`src/rtl/cmd_pkg.sv`:
```
// Shared definitions for the /CMD writer: record types, FSM states and the optional header record.
// The header record is only emitted when CMD_WRITER_HEADER_EN is defined.
package cmd_pkg;

  localparam logic [7:0] CMD_REC_LOAD = 8'h01;
  localparam logic [7:0] CMD_REC_XFER = 8'h02;
  localparam logic [7:0] CMD_REC_HDR  = 8'h05;

  localparam int          CMD_HDR_LEN = 8;
  localparam logic [63:0] CMD_HDR_STR = 64'h05_06_4D_49_53_54_45_52;

  typedef enum logic [3:0] {
    ST_IDLE,
    ST_HDR,
    ST_REC_TYPE,
    ST_REC_LEN,
    ST_REC_ALO,
    ST_REC_AHI,
    ST_DATA,
    ST_XFR_TYPE,
    ST_XFR_LEN,
    ST_XFR_ALO,
    ST_XFR_AHI
  } cmd_wr_state_t;

  // Byte idx of the header record, most significant byte of CMD_HDR_STR first.
  function automatic logic [7:0] cmd_hdr_byte(input logic [2:0] idx);
    logic [7:0] b;
    b = 8'h00;
    for (int i = 0; i < CMD_HDR_LEN; i++) begin
      if (idx == 3'(i)) b = CMD_HDR_STR[63 - 8*i -: 8];
    end
    return b;
  endfunction

endpackage

```
`src/rtl/cmd_out_stage.sv`:
```
// Single-entry output register with valid/ready hold and the end-of-file flag.
// A new byte may be loaded only when the register is empty or being accepted.
module cmd_out_stage (
  input  logic       clock,
  input  logic       reset,
  input  logic       load,
  input  logic [7:0] load_data,
  input  logic       load_last,
  input  logic       out_ready,
  output logic [7:0] out_data,
  output logic       out_valid,
  output logic       out_last,
  output logic       accept
);

  assign accept = out_valid && out_ready;

  always_ff @(posedge clock or posedge reset) begin
    if (reset) begin
      out_data  <= 8'h00;
      out_valid <= 1'b0;
      out_last  <= 1'b0;
    end else if (load) begin
      out_data  <= load_data;
      out_valid <= 1'b1;
      out_last  <= load_last;
    end else if (accept) begin
      out_valid <= 1'b0;
      out_last  <= 1'b0;
    end
  end

endmodule

```
`src/rtl/cmd_writer.sv`:
```
// Serialises a RAM range into a /CMD stream: load records, then one transfer record.
// Define CMD_WRITER_HEADER_EN to prepend the "MISTER" header record.
module cmd_writer
  import cmd_pkg::*;
#(
  parameter int BLK_MAX = 256
) (
  input  logic        clock,
  input  logic        reset,
  input  logic        start,
  input  logic [15:0] start_addr,
  input  logic [15:0] end_addr,
  input  logic [15:0] exec_addr,
  output logic        mem_rd,
  output logic [15:0] mem_addr,
  input  logic [7:0]  mem_din,
  output logic [7:0]  out_data,
  output logic        out_valid,
  input  logic        out_ready,
  output logic        out_last,
  output logic        busy,
  output logic        done,
  output logic [16:0] byte_count
);

  cmd_wr_state_t state, state_n;

  // rec_addr is the next unread address; 17 bits so that reading FFFF lands on 10000 and ends the job.
  logic [16:0] rec_addr;
  logic [15:0] end_reg;
  logic [15:0] exec_reg;
  logic [15:0] addr_hold;
  logic [8:0]  blk_left;
  logic [3:0]  hdr_idx;
  logic        cap_pend;

  logic        accept;
  logic        ld;
  logic [7:0]  ld_data;
  logic        ld_last;
  logic        rd;

  logic        more;
  logic [16:0] job_left;
  logic [8:0]  blk_sz;

  assign more     = (rec_addr <= {1'b0, end_reg});
  assign job_left = {1'b0, end_reg} - rec_addr + 17'd1;
  assign blk_sz   = (job_left >= 17'(BLK_MAX)) ? 9'(BLK_MAX) : job_left[8:0];

  assign mem_rd   = rd;
  assign mem_addr = rd ? rec_addr[15:0] : addr_hold;
  assign busy     = (state != ST_IDLE);

  cmd_out_stage u_out (
    .clock     (clock),
    .reset     (reset),
    .load      (ld),
    .load_data (ld_data),
    .load_last (ld_last),
    .out_ready (out_ready),
    .out_data  (out_data),
    .out_valid (out_valid),
    .out_last  (out_last),
    .accept    (accept)
  );

  always_ff @(posedge clock or posedge reset) begin
    if (reset) state <= ST_IDLE;
    else       state <= state_n;
  end

  // The state names the byte currently held in the output stage; each acceptance loads its successor.
  always_comb begin
    state_n = state;
    ld      = 1'b0;
    ld_data = 8'h00;
    ld_last = 1'b0;
    rd      = 1'b0;
    case (state)
      ST_IDLE: begin
        if (start) begin
          ld = 1'b1;
`ifdef CMD_WRITER_HEADER_EN
          ld_data = CMD_REC_HDR;
          state_n = ST_HDR;
`else
          if (end_addr < start_addr) begin
            ld_data = CMD_REC_XFER;
            state_n = ST_XFR_TYPE;
          end else begin
            ld_data = CMD_REC_LOAD;
            state_n = ST_REC_TYPE;
          end
`endif
        end
      end
      ST_HDR: begin
        if (accept) begin
          ld = 1'b1;
          if (hdr_idx != 4'(CMD_HDR_LEN)) begin
            ld_data = cmd_hdr_byte(hdr_idx[2:0]);
          end else if (more) begin
            ld_data = CMD_REC_LOAD;
            state_n = ST_REC_TYPE;
          end else begin
            ld_data = CMD_REC_XFER;
            state_n = ST_XFR_TYPE;
          end
        end
      end
      ST_REC_TYPE: begin
        if (accept) begin
          ld      = 1'b1;
          ld_data = blk_sz[7:0] + 8'd2;
          state_n = ST_REC_LEN;
        end
      end
      ST_REC_LEN: begin
        if (accept) begin
          ld      = 1'b1;
          ld_data = rec_addr[7:0];
          state_n = ST_REC_ALO;
        end
      end
      ST_REC_ALO: begin
        if (accept) begin
          ld      = 1'b1;
          ld_data = rec_addr[15:8];
          state_n = ST_REC_AHI;
        end
      end
      ST_REC_AHI: begin
        if (accept) begin
          rd      = 1'b1;
          state_n = ST_DATA;
        end
      end
      ST_DATA: begin
        // The read for the next byte is issued as the current one is accepted, so a byte costs two cycles.
        if (cap_pend) begin
          ld      = 1'b1;
          ld_data = mem_din;
        end
        if (accept) begin
          if (blk_left > 9'd1) begin
            rd = 1'b1;
          end else if (more) begin
            ld      = 1'b1;
            ld_data = CMD_REC_LOAD;
            state_n = ST_REC_TYPE;
          end else begin
            ld      = 1'b1;
            ld_data = CMD_REC_XFER;
            state_n = ST_XFR_TYPE;
          end
        end
      end
      ST_XFR_TYPE: begin
        if (accept) begin
          ld      = 1'b1;
          ld_data = CMD_REC_XFER;
          state_n = ST_XFR_LEN;
        end
      end
      ST_XFR_LEN: begin
        if (accept) begin
          ld      = 1'b1;
          ld_data = exec_reg[7:0];
          state_n = ST_XFR_ALO;
        end
      end
      ST_XFR_ALO: begin
        if (accept) begin
          ld      = 1'b1;
          ld_data = exec_reg[15:8];
          ld_last = 1'b1;
          state_n = ST_XFR_AHI;
        end
      end
      ST_XFR_AHI: begin
        if (accept) state_n = ST_IDLE;
      end
      default: state_n = ST_IDLE;
    endcase
  end

  always_ff @(posedge clock or posedge reset) begin
    if (reset) begin
      rec_addr   <= 17'd0;
      end_reg    <= 16'h0000;
      exec_reg   <= 16'h0000;
      addr_hold  <= 16'h0000;
      blk_left   <= 9'd0;
      hdr_idx    <= 4'd0;
      cap_pend   <= 1'b0;
      done       <= 1'b0;
      byte_count <= 17'd0;
    end else begin
      cap_pend <= rd;
      done     <= accept && (state == ST_XFR_AHI);
      if (state == ST_IDLE && start) begin
        rec_addr   <= {1'b0, start_addr};
        end_reg    <= end_addr;
        exec_reg   <= exec_addr;
        hdr_idx    <= 4'd1;
        byte_count <= 17'd0;
      end else if (accept) begin
        byte_count <= byte_count + 17'd1;
      end
      if (state == ST_HDR && accept && hdr_idx != 4'(CMD_HDR_LEN)) hdr_idx <= hdr_idx + 4'd1;
      if (state == ST_REC_TYPE && accept) blk_left <= blk_sz;
      if (state == ST_DATA && accept) blk_left <= blk_left - 9'd1;
      if (rd) begin
        rec_addr  <= rec_addr + 17'd1;
        addr_hold <= rec_addr[15:0];
      end
    end
  end

endmodule

```
`config.mk`:
```
export PLATFORM = sky130hd
export DESIGN_NAME = cmd_writer
export DESIGN_NICKNAME = d
export VERILOG_FILES = /design/src/rtl/cmd_pkg.sv /design/src/rtl/cmd_out_stage.sv /design/src/rtl/cmd_writer.sv
export SDC_FILE = /design/constraint.sdc
export NUM_CORES = 1
export LEC_CHECK = 0
export ABC_AREA = 1
export CAP_MARGIN = 20
export CORE_AREA = 10 10 140 142
export DETAILED_ROUTE_END_ITERATION = 10
export DIE_AREA = 0 0 150 152
export PLACE_DENSITY = 0.79
export SKIP_CTS_REPAIR_TIMING = 1
export SYNTH_ARGS = -nofsm -noshare
export SYNTH_HDL_FRONTEND = slang
export SYNTH_SLANG_ARGS = --single-unit
```
`constraint.sdc`:
```
create_clock -name clock -period 9.9 [get_ports clock]
set_clock_uncertainty 0.2 [all_clocks]
set_input_delay 1.485 -clock clock [delete_from_list [all_inputs] [get_ports clock]]
set_output_delay 1.485 -clock clock [all_outputs]
set_load 0.005 [all_outputs]
```
==> impl_results.html, run 1 <==
<table>
<tr><th>Metric</th><th>Value</th></tr>
<tr><th colspan="2">Run status</th></tr>
<tr><td>Status</td><td>finished clean</td></tr>
<tr><th colspan="2">Global routing</th></tr>
<tr><td>Largest net degree at the start of global routing</td><td>64</td></tr>
<tr><td>Via count of the first global-routing pass</td><td>7423</td></tr>
<tr><td>Global-route wire length before repair</td><td>between 30 and 40 mm</td></tr>
<tr><td>Global-route usage over all layers</td><td>between 20 and 25%</td></tr>
<tr><td>Initial antenna violation count</td><td>0</td></tr>
<tr><td>Global route overflow</td><td>0</td></tr>
<tr><th colspan="2">Synthesis</th></tr>
<tr><td>Post-synthesis register bit count</td><td>roughly 110</td></tr>
<tr><td>Async set-reset flop share out of synthesis</td><td>100.0%</td></tr>
<tr><td>Top-area cell type share of the netlist area</td><td>between 30% and 40%</td></tr>
<tr><td>Primary flip-flop cell chosen by synthesis mapping</td><td>sky130_fd_sc_hd__dfrtp_1</td></tr>
<tr><td>Count of warnings emitted by yosys</td><td>0</td></tr>
<tr><td>Most used standard cell by instance count after synthesis</td><td>sky130_fd_sc_hd__nand2_1</td></tr>
<tr><td>Post-synth top area cell</td><td>sky130_fd_sc_hd__dfrtp_1</td></tr>
<tr><td>Average cell area after synthesis</td><td>7.348 sq um</td></tr>
<tr><td>Most common library cells after synthesis</td><td>240 x sky130_fd_sc_hd__nand2_1, 159 x sky130_fd_sc_hd__inv_1, 111 x sky130_fd_sc_hd__dfrtp_1</td></tr>
<tr><td>Net count after synthesis</td><td>1190</td></tr>
<tr><td>Cell area after synthesis</td><td>7789 sq um</td></tr>
<tr><td>Sequential fraction of the synthesis area</td><td>35.66%</td></tr>
<tr><td>Synth top area cells</td><td>sky130_fd_sc_hd__dfrtp_1 36%, sky130_fd_sc_hd__nand2_1 12%, sky130_fd_sc_hd__ha_1 11%, sky130_fd_sc_hd__inv_1 7.7%, sky130_fd_sc_hd__o21ai_0 5.0%</td></tr>
<tr><td>Yosys cell types</td><td>between 50 and 60</td></tr>
<tr><td>Post-Syn Instances</td><td>1060</td></tr>
<tr><td>Number of synthesized flops with an enable pin</td><td>0</td></tr>
<tr><th colspan="2">Route</th></tr>
<tr><td>Total vias in the final route</td><td>between 7000 and 8000</td></tr>
<tr><td>Met2 wirelength from detailed routing</td><td>10.66 mm</td></tr>
<tr><td>Met1 layer wirelength in the final routing</td><td>9.894 mm</td></tr>
<tr><td>Remaining routing DRC violations</td><td>0</td></tr>
<tr><td>Number of nets with antenna violations after routing</td><td>0</td></tr>
<tr><td>Vias/cell</td><td>5.415</td></tr>
<tr><td>Sum of routed wire length over all layers</td><td>~23 mm</td></tr>
<tr><td>First-pass DRT Iterations</td><td>6</td></tr>
<tr><td>DRC violation total after the first TritonRoute iteration</td><td>671</td></tr>
<tr><td>Routed WL per cell</td><td>~16 um</td></tr>
<tr><td>Wire length on met3</td><td>~1.6 mm</td></tr>
<tr><td>Top routing layer in use</td><td>met4</td></tr>
<tr><th colspan="2">Power and ir drop</th></tr>
<tr><td>Clock share of power</td><td>between 10% and 20%</td></tr>
<tr><td>Total design power</td><td>3224 uW</td></tr>
<tr><td>Net switching power</td><td>about 1600 uW</td></tr>
<tr><td>Internal power component</td><td>around 1600 uW</td></tr>
<tr><td>Largest vdd supply drop</td><td>167.8 uV</td></tr>
<tr><td>Proportion of total power due to net switching</td><td>between 50% and 60%</td></tr>
<tr><td>Power share of the combinational group</td><td>between 60% and 70%</td></tr>
<tr><td>Cell leakage power</td><td>0.004562 uW</td></tr>
<tr><td>Power per Cell Area</td><td>between 300 and 400 nW/um^2</td></tr>
<tr><td>Proportion of power drawn by flip-flops and latches</td><td>24.2%</td></tr>
<tr><th colspan="2">Final layout</th></tr>
<tr><td>Post-layout utilization of the core</td><td>between 50% and 60%</td></tr>
<tr><td>Area added between synthesis and finish</td><td>20.72%</td></tr>
<tr><td>Largest regs</td><td>byte_count: 17 flops, rec_addr: 17 flops</td></tr>
<tr><td>Count of placed standard cells in the final layout, fillers left out</td><td>roughly 1400</td></tr>
<tr><td>Fillcell total</td><td>approximately 1600</td></tr>
<tr><td>Number of diodes</td><td>0</td></tr>
<tr><td>Proportion of layout cells with a drive suffix above 1</td><td>between 5 and 6%</td></tr>
<tr><td>Final net count</td><td>around 1300</td></tr>
<tr><th colspan="2">Critical path</th></tr>
<tr><td>Worst setup path start</td><td>out_ready</td></tr>
<tr><td>Cell with the biggest individual delay on the critical path</td><td>sky130_fd_sc_hd__clkinv_1</td></tr>
<tr><td>CP endpoint kind</td><td>output port</td></tr>
<tr><td>Maximum fanout count along the critical path</td><td>35</td></tr>
<tr><td>Most common cell type on the critical path</td><td>sky130_fd_sc_hd__nand2_1</td></tr>
<tr><td>Reg2Reg Setup Slack</td><td>roughly 5700 ps</td></tr>
<tr><td>Endpoint of the worst-slack reg-to-reg timing path</td><td>u_out.out_data[2]</td></tr>
<tr><td>Setup CP Type</td><td>in2out</td></tr>
<tr><td>List of cells traversed by the critical path</td><td>clkdlybuf4s50_1 &gt; nand2_1 &gt; clkinv_1 &gt; nand2_1 &gt; nand2_1 &gt; buf_4 &gt; inv_2 &gt; nor2_1 &gt; nor2_1 &gt; clkdlybuf4s50_1</td></tr>
<tr><td>Data required time at the worst endpoint</td><td>about 8200 ps</td></tr>
<tr><td>Startpoint kind of the worst setup timing path</td><td>input port</td></tr>
<tr><td>Max stage delay on crit path</td><td>550 ps</td></tr>
<tr><td>RR Startpoint</td><td>rec_addr[1]</td></tr>
<tr><td>Number of cells on the worst reg-to-reg path</td><td>20</td></tr>
<tr><td>Critical path data arrival time</td><td>~4600 ps</td></tr>
<tr><th colspan="2">Place</th></tr>
<tr><td>Number of input and output port buffers inserted</td><td>between 100 and 150</td></tr>
<tr><td>Weighted congestion reported at the end of routability-driven placement</td><td>0.9250</td></tr>
<tr><td>Worst slack at placement</td><td>approximately 3600 ps</td></tr>
<tr><td>HPWL reported at the end of detailed placement</td><td>approximately 18 mm</td></tr>
<tr><td>Placed instance count</td><td>1374</td></tr>
<tr><th colspan="2">Timing</th></tr>
<tr><td>Total negative setup slack</td><td>0 ps</td></tr>
<tr><td>Min cycle time layout</td><td>roughly 6300 ps</td></tr>
<tr><td>Slew margin rel.</td><td>between 40 and 50%</td></tr>
<tr><td>Unrepaired setup endpoints after global routing</td><td>no</td></tr>
<tr><td>Total of endpoints with negative setup slack in the final report</td><td>0</td></tr>
<tr><td>Max Slew Vio Count</td><td>0</td></tr>
<tr><td>Final hold violation count</td><td>0</td></tr>
<tr><td>Slew at the pin closest to its max-slew limit</td><td>between 700 and 800 ps</td></tr>
<tr><td>Post-layout worst setup margin</td><td>roughly 3600 ps</td></tr>
<tr><td>Final critical-path share of the clock period</td><td>between 60% and 70%</td></tr>
<tr><td>Upper clock frequency limit</td><td>159.5 MHz</td></tr>
<tr><th colspan="2">Clock tree</th></tr>
<tr><td>Clock tree from TritonCTS</td><td>built</td></tr>
<tr><td>Number of levels the H-tree was split into</td><td>3</td></tr>
<tr><td>Clock latency on the worst-skew pair</td><td>between 300 and 400 ps</td></tr>
<tr><td>Number of clock sinks</td><td>111</td></tr>
<tr><td>Clock buffer count from CTS</td><td>9</td></tr>
<tr><td>CTS clock-pin slew for the worst setup and hold paths</td><td>around 80 ps</td></tr>
<tr><td>CTS root buffer</td><td>sky130_fd_sc_hd__clkbuf_16</td></tr>
<tr><td>Maximum buffer depth of the clock tree</td><td>2</td></tr>
<tr><th colspan="2">Floorplanning</th></tr>
<tr><td>Area of the die</td><td>~23000 sq um</td></tr>
<tr><td>Chip Height</td><td>152 um</td></tr>
<tr><td>Starting utilization of the core area</td><td>between 40% and 50%</td></tr>
<tr><td># rows</td><td>48</td></tr>
<tr><td>I/O pin count</td><td>approximately 110</td></tr>
<tr><td>Floorplan core area</td><td>16940 sq um</td></tr>
<tr><td>Die W</td><td>150 um</td></tr>
<tr><th colspan="2">Flow run</th></tr>
<tr><td>Max-cap viol count</td><td>0</td></tr>
<tr><th colspan="2">Worst hold path</th></tr>
<tr><td>Worst min-delay path category</td><td>reg2reg</td></tr>
<tr><td>Endpoint of the worst hold path</td><td>addr_hold[1]</td></tr>
<tr><td>Worst Min Path Start</td><td>addr_hold[1]</td></tr>
<tr><td>Worst hold path stage count</td><td>2</td></tr>
</table>
==> area by class of cell <==
class | count | area (sq um) | share of cell area [%]
clock buffer | 10 | 229.0 | 2.435
clock inverter | 6 | 98.84 | 1.051
inverter | 169 | 636.9 | 6.773
multi-input combinational | 760 | 4298 | 45.71
sequential | 111 | 2778 | 29.54
tap | 225 | 281.5 | 2.994
timing repair buffer | 109 | 1081 | 11.50
==> worst max-delay path, delay by kind of cell <==
family | cells | cell delay (ps)
buf+inv | 5 | 2120
simple gates | 5 | 960
==> cell usage in the layout (no fill, tap or decap), types with 7 or more instances in the layout <==
| cell | netlist | layout |
|---|---|---|
| sky130_fd_sc_hd__a31oi_1 | 7 | 7 |
| sky130_fd_sc_hd__nand2_1 | 240 | 240 |
| sky130_fd_sc_hd__o22ai_1 | 10 | 10 |
| sky130_fd_sc_hd__nor3_1 | 17 | 17 |
| sky130_fd_sc_hd__nand2_2 | 12 | 12 |
| sky130_fd_sc_hd__nand3_1 | 55 | 55 |
| sky130_fd_sc_hd__xor2_1 | 7 | 7 |
| sky130_fd_sc_hd__o221ai_1 | 8 | 8 |
| sky130_fd_sc_hd__nor2_1 | 101 | 100 |
| sky130_fd_sc_hd__dfrtp_1 | 111 | 111 |
| sky130_fd_sc_hd__o21ai_0 | 78 | 78 |
| sky130_fd_sc_hd__clkdlybuf4s50_1 | 0 | 105 |
| sky130_fd_sc_hd__clkbuf_16 | 0 | 9 |
| sky130_fd_sc_hd__nand4_1 | 16 | 16 |
| sky130_fd_sc_hd__ha_1 | 68 | 68 |
| sky130_fd_sc_hd__a21oi_1 | 54 | 54 |
| sky130_fd_sc_hd__nor2_2 | 9 | 9 |
| sky130_fd_sc_hd__inv_2 | 7 | 7 |
| sky130_fd_sc_hd__inv_1 | 159 | 158 |
==> power by group through the flow <==
stage / sequential (uW) / clock [uW] / combinational [uW]
global placement: 780 / 0 / 1970
finish: 781 / 408 / 2030
detailed placement: 785 / 0 / 2010
CTS: 778 / 413 / 2020
global route: 806 / 431 / 2310
floorplan: 745 / 0 / 1450
==> per-stage QoR <==
step                      cell area (sq um)  hold WS (ps)
after floorplan                        7789         237.8
after global placement                 9075         254.2
after detailed placement               9075         257.1
after CTS                              9403         274.3
after global routing                   9403         296.3
final                                  9403         271.2
==> how the worst max path moves through the flow <==
stage	end	slack [ps]	cells after the start
CTS	mem_addr[11]	3670	10
global placement	mem_addr[11]	3770	10
detailed placement	mem_addr[7]	3650	10
floorplan	addr_hold[0]	5280	1
global route	mem_addr[11]	3260	10
finish	mem_addr[11]	3630	10
==> cell families after synthesis <==
family          share of synthesized area, %
compound gates                         15.10
xor+xnor                               1.349
fa+ha+maj                              11.44
buf+inv                                9.253
flops                                  35.66
mux                                   0.1285
simple gates                           27.07
==> routing by layer <==
metal / vias up / GRT usage (%)
met5: - / 0
met4: 0 / 6.019
met3: 30 / 4.930
met2: 276 / 32.57
met1: 3535 / 26.61
li1: 3686 / -
Power figures use the tool's default switching activity.
==> run 2: changes to the inputs <==
==> constraint.sdc (replaced) <==
create_clock -name clock -period 6.4 [get_ports clock]
set_clock_uncertainty 0.2 [all_clocks]
set_input_delay 0.96 -clock clock [delete_from_list [all_inputs] [get_ports clock]]
set_output_delay 0.96 -clock clock [all_outputs]
set_load 0.005 [all_outputs]
==> run 2 against run 1 <==
  * Sequential share of layout area about the same
  * Sequential cell count is the same
  * Hold slack lost 1.3 ps
  * Total power increased by 54%
  * Die area unchanged
  * Critical endpoint is now mem_addr[12]
  * Clock-buffer cell count down 1
==> impl_results.html, run 2 (synthesized netlist as in run 1, its figures left out) <==
<table>
<tr><th>Metric</th><th>Value</th></tr>
<tr><th colspan="2">Route</th></tr>
<tr><td>Total vias in the final route</td><td>7448 (-1.0%)</td></tr>
<tr><td>Number of nets with antenna violations after routing</td><td>0 (unchanged)</td></tr>
<tr><td>First-pass DRT Iterations</td><td>5 (-1)</td></tr>
<tr><td>Vias/cell</td><td>5.351 (-1.2%)</td></tr>
<tr><td>Sum of routed wire length over all layers</td><td>22.85 mm (+0.92%)</td></tr>
<tr><td>Routed WL per cell</td><td>16.42 um (+0.78%)</td></tr>
<tr><td>Remaining routing DRC violations</td><td>0 (unchanged)</td></tr>
<tr><td>DRC violation total after the first TritonRoute iteration</td><td>597 (-11%)</td></tr>
<tr><th colspan="2">Clock tree</th></tr>
<tr><td>Maximum buffer depth of the clock tree</td><td>2 (unchanged)</td></tr>
<tr><td>Clock tree from TritonCTS</td><td>built</td></tr>
<tr><td>CTS clock-pin slew for the worst setup and hold paths</td><td>80 ps (about the same)</td></tr>
<tr><td>Clock latency on the worst-skew pair</td><td>360 ps (about the same)</td></tr>
<tr><td>Clock buffer count from CTS</td><td>9 (unchanged)</td></tr>
<tr><td>Number of clock sinks</td><td>111 (unchanged)</td></tr>
<tr><td>Number of levels the H-tree was split into</td><td>3 (unchanged)</td></tr>
<tr><td>CTS root buffer</td><td>sky130_fd_sc_hd__clkbuf_16</td></tr>
<tr><th colspan="2">Timing</th></tr>
<tr><td>Slew margin rel.</td><td>50.60% (+3.9 points)</td></tr>
<tr><td>Max Slew Vio Count</td><td>0 (unchanged)</td></tr>
<tr><td>Total negative setup slack</td><td>0 ps (unchanged)</td></tr>
<tr><td>Upper clock frequency limit</td><td>~210 MHz</td></tr>
<tr><td>Unrepaired setup endpoints after global routing</td><td>no</td></tr>
<tr><td>Final critical-path share of the clock period</td><td>about three quarters</td></tr>
<tr><td>Total of endpoints with negative setup slack in the final report</td><td>0 (unchanged)</td></tr>
<tr><td>Slew at the pin closest to its max-slew limit</td><td>741.0 ps (-57.91 ps)</td></tr>
<tr><td>Min cycle time layout</td><td>approximately 4800 ps</td></tr>
<tr><td>Final hold violation count</td><td>0 (unchanged)</td></tr>
<tr><th colspan="2">Final layout</th></tr>
<tr><td>Most common cell after layout, fill and taps aside</td><td>sky130_fd_sc_hd__nand2_1</td></tr>
<tr><td>Fillcell total</td><td>1605 (+0.50%)</td></tr>
<tr><td>Post-layout utilization of the core</td><td>55.60% (+0.081 points)</td></tr>
<tr><td>Final net count</td><td>1292 (+0.16%)</td></tr>
<tr><td>Largest regs</td><td>byte_count: 17 flops, rec_addr: 17 flops</td></tr>
<tr><td>Number of diodes</td><td>0 (unchanged)</td></tr>
<tr><td>Count of placed standard cells in the final layout, fillers left out</td><td>1392 (+0.14%)</td></tr>
<tr><td>Proportion of layout cells with a drive suffix above 1</td><td>6.084% (+0.25 points)</td></tr>
<tr><td>Area added between synthesis and finish</td><td>20.90%</td></tr>
<tr><td>Most used cells in the layout excluding fill and tap cells</td><td>240 x sky130_fd_sc_hd__nand2_1, 158 x sky130_fd_sc_hd__inv_1, 111 x sky130_fd_sc_hd__dfrtp_1, 105 x sky130_fd_sc_hd__clkdlybuf4s50_1, 100 x sky130_fd_sc_hd__nor2_1</td></tr>
<tr><th colspan="2">Floorplanning</th></tr>
<tr><td>I/O pin count</td><td>106 (unchanged)</td></tr>
<tr><td># rows</td><td>48 (unchanged)</td></tr>
<tr><td>Starting utilization of the core area</td><td>45.99% (unchanged)</td></tr>
<tr><td>Chip Height</td><td>152 um (unchanged)</td></tr>
<tr><td>Area of the die</td><td>22800 sq um (unchanged)</td></tr>
<tr><td>Die W</td><td>150 um (unchanged)</td></tr>
<tr><td>Floorplan core area</td><td>16940 sq um (unchanged)</td></tr>
<tr><th colspan="2">Critical path</th></tr>
<tr><td>Most common cell type on the critical path</td><td>sky130_fd_sc_hd__nand2_1</td></tr>
<tr><td>Startpoint kind of the worst setup timing path</td><td>input port</td></tr>
<tr><td>Setup CP Type</td><td>in2out</td></tr>
<tr><td>Max stage delay on crit path</td><td>570 ps (+20 ps)</td></tr>
<tr><td>Cell with the biggest individual delay on the critical path</td><td>sky130_fd_sc_hd__clkdlybuf4s50_1</td></tr>
<tr><td>Worst path bufs/invs</td><td>5 (unchanged)</td></tr>
<tr><td>CP endpoint kind</td><td>output port</td></tr>
<tr><td>List of cells traversed by the critical path</td><td>clkdlybuf4s50_1 &gt; nand2_1 &gt; buf_4 &gt; nor2_2 &gt; nand2_1 &gt; nand2_1 &gt; buf_4 &gt; inv_2 &gt; o21ai_0 &gt; clkdlybuf4s50_1</td></tr>
<tr><td>Data required time at the worst endpoint</td><td>5240 ps (-2980 ps)</td></tr>
<tr><td>Family with the most delay on the worst path</td><td>buffers and inverters</td></tr>
<tr><td>Maximum fanout count along the critical path</td><td>35 (unchanged)</td></tr>
<tr><td>Critical path data arrival time</td><td>3630 ps (-950 ps)</td></tr>
<tr><th colspan="2">Power and ir drop</th></tr>
<tr><td>Largest vdd supply drop</td><td>209.2 uV (+25%)</td></tr>
<tr><td>Cell leakage power</td><td>0.004573 uW (+0.24%)</td></tr>
<tr><td>Power per Cell Area</td><td>528.3 nW/um^2 (+54%)</td></tr>
<tr><th colspan="2">Global routing</th></tr>
<tr><td>Largest net degree at the start of global routing</td><td>61 (-4.7%)</td></tr>
<tr><td>Initial antenna violation count</td><td>0 (unchanged)</td></tr>
<tr><td>Global-route wire length before repair</td><td>37.67 mm (-1.6%)</td></tr>
<tr><td>Global route overflow</td><td>0 (unchanged)</td></tr>
<tr><td>Via count of the first global-routing pass</td><td>7294 (-1.7%)</td></tr>
<tr><td>Global-route usage over all layers</td><td>20.12% (-0.26 points)</td></tr>
<tr><th colspan="2">Place</th></tr>
<tr><td>HPWL reported at the end of detailed placement</td><td>18.12 mm (+0.86%)</td></tr>
<tr><td>Number of input and output port buffers inserted</td><td>105 (unchanged)</td></tr>
<tr><td>Placed instance count</td><td>1376 (+0.15%)</td></tr>
<tr><td>Weighted congestion reported at the end of routability-driven placement</td><td>0.9404 (+1.7%)</td></tr>
<tr><th colspan="2">Run status</th></tr>
<tr><td>Status</td><td>finished clean</td></tr>
<tr><th colspan="2">Worst hold path</th></tr>
<tr><td>Worst min-delay path category</td><td>reg2reg</td></tr>
<tr><th colspan="2">Flow run</th></tr>
<tr><td>Max-cap viol count</td><td>0 (unchanged)</td></tr>
</table>
==> run 2: cell count changes in the layout (fill, tap and decap cells not counted) <==
| cell | before | now |
|---|---|---|
| sky130_fd_sc_hd__buf_4 | 4 | 6 |
| sky130_fd_sc_hd__clkbuf_1 | 1 | 0 |
| sky130_fd_sc_hd__clkinv_2 | 0 | 1 |
| sky130_fd_sc_hd__inv_6 | 1 | 2 |
| sky130_fd_sc_hd__inv_8 | 2 | 1 |
==> run 2: power by group <==
group,switching [uW],internal (uW)
logic,2010,1130
registers,231,984
clock network,275,348
==> run 2: worst paths after layout <==
check                                          to  cells past startpoint          start  slack [ps]
worst max-delay path                 mem_addr[12]                     10      out_ready        1610
worst min-delay path                addr_hold[13]                      2  addr_hold[13]         270
worst max register to register  u_out.out_data[2]                     19    rec_addr[5]        2260
worst min register to register      addr_hold[13]                      2  addr_hold[13]         270
max in group asynchronous       u_out.out_data[5]                      3          reset        3980
min in group asynchronous          byte_count[13]                      2          reset         870
==> run 2: area by class of cell <==
class                   count  area, sq um  area share, %
multi-input cells         760         4298          45.64
repair buffers            111         1096          11.64
well taps                 225        281.5          2.990
clock inverters             7        101.3          1.076
clock buffers               9        225.2          2.392
inverters                 169        636.9          6.763
flip-flops and latches    111         2778          29.50
==> run 2: routing by layer <==
layer / GRT usage (%) / vias to the layer above / share of wire, %
met4: 6.111 / 0 / 2.3
li1: - / 3690 / -
met2: 32.13 / 238 / 46
met3: 5.168 / 40 / 7.6
met1: 26.05 / 3480 / 44
met5: 0 / - / 0
==> run 2: per-stage QoR <==
stage          area [sq um]  hold WS (ps)  setup slack (ps)  power, uW
2_1_floorplan          7789         237.8              2309       3390
3_3_place_gp           9090         255.0              1708       4262
3_5_place_dp           9090         256.5              1652       4320
4_1_cts                9417         275.1              1635       4968
5_1_grt                9417         290.6              1349       5439
6_report               9417         269.9              1614       4975
==> run 2: worst min-delay path, stage by stage, from the launching register on <==
cell	delay, ps
sky130_fd_sc_hd__dfrtp_1	320
sky130_fd_sc_hd__nand2_1	50
sky130_fd_sc_hd__nand2_1	70
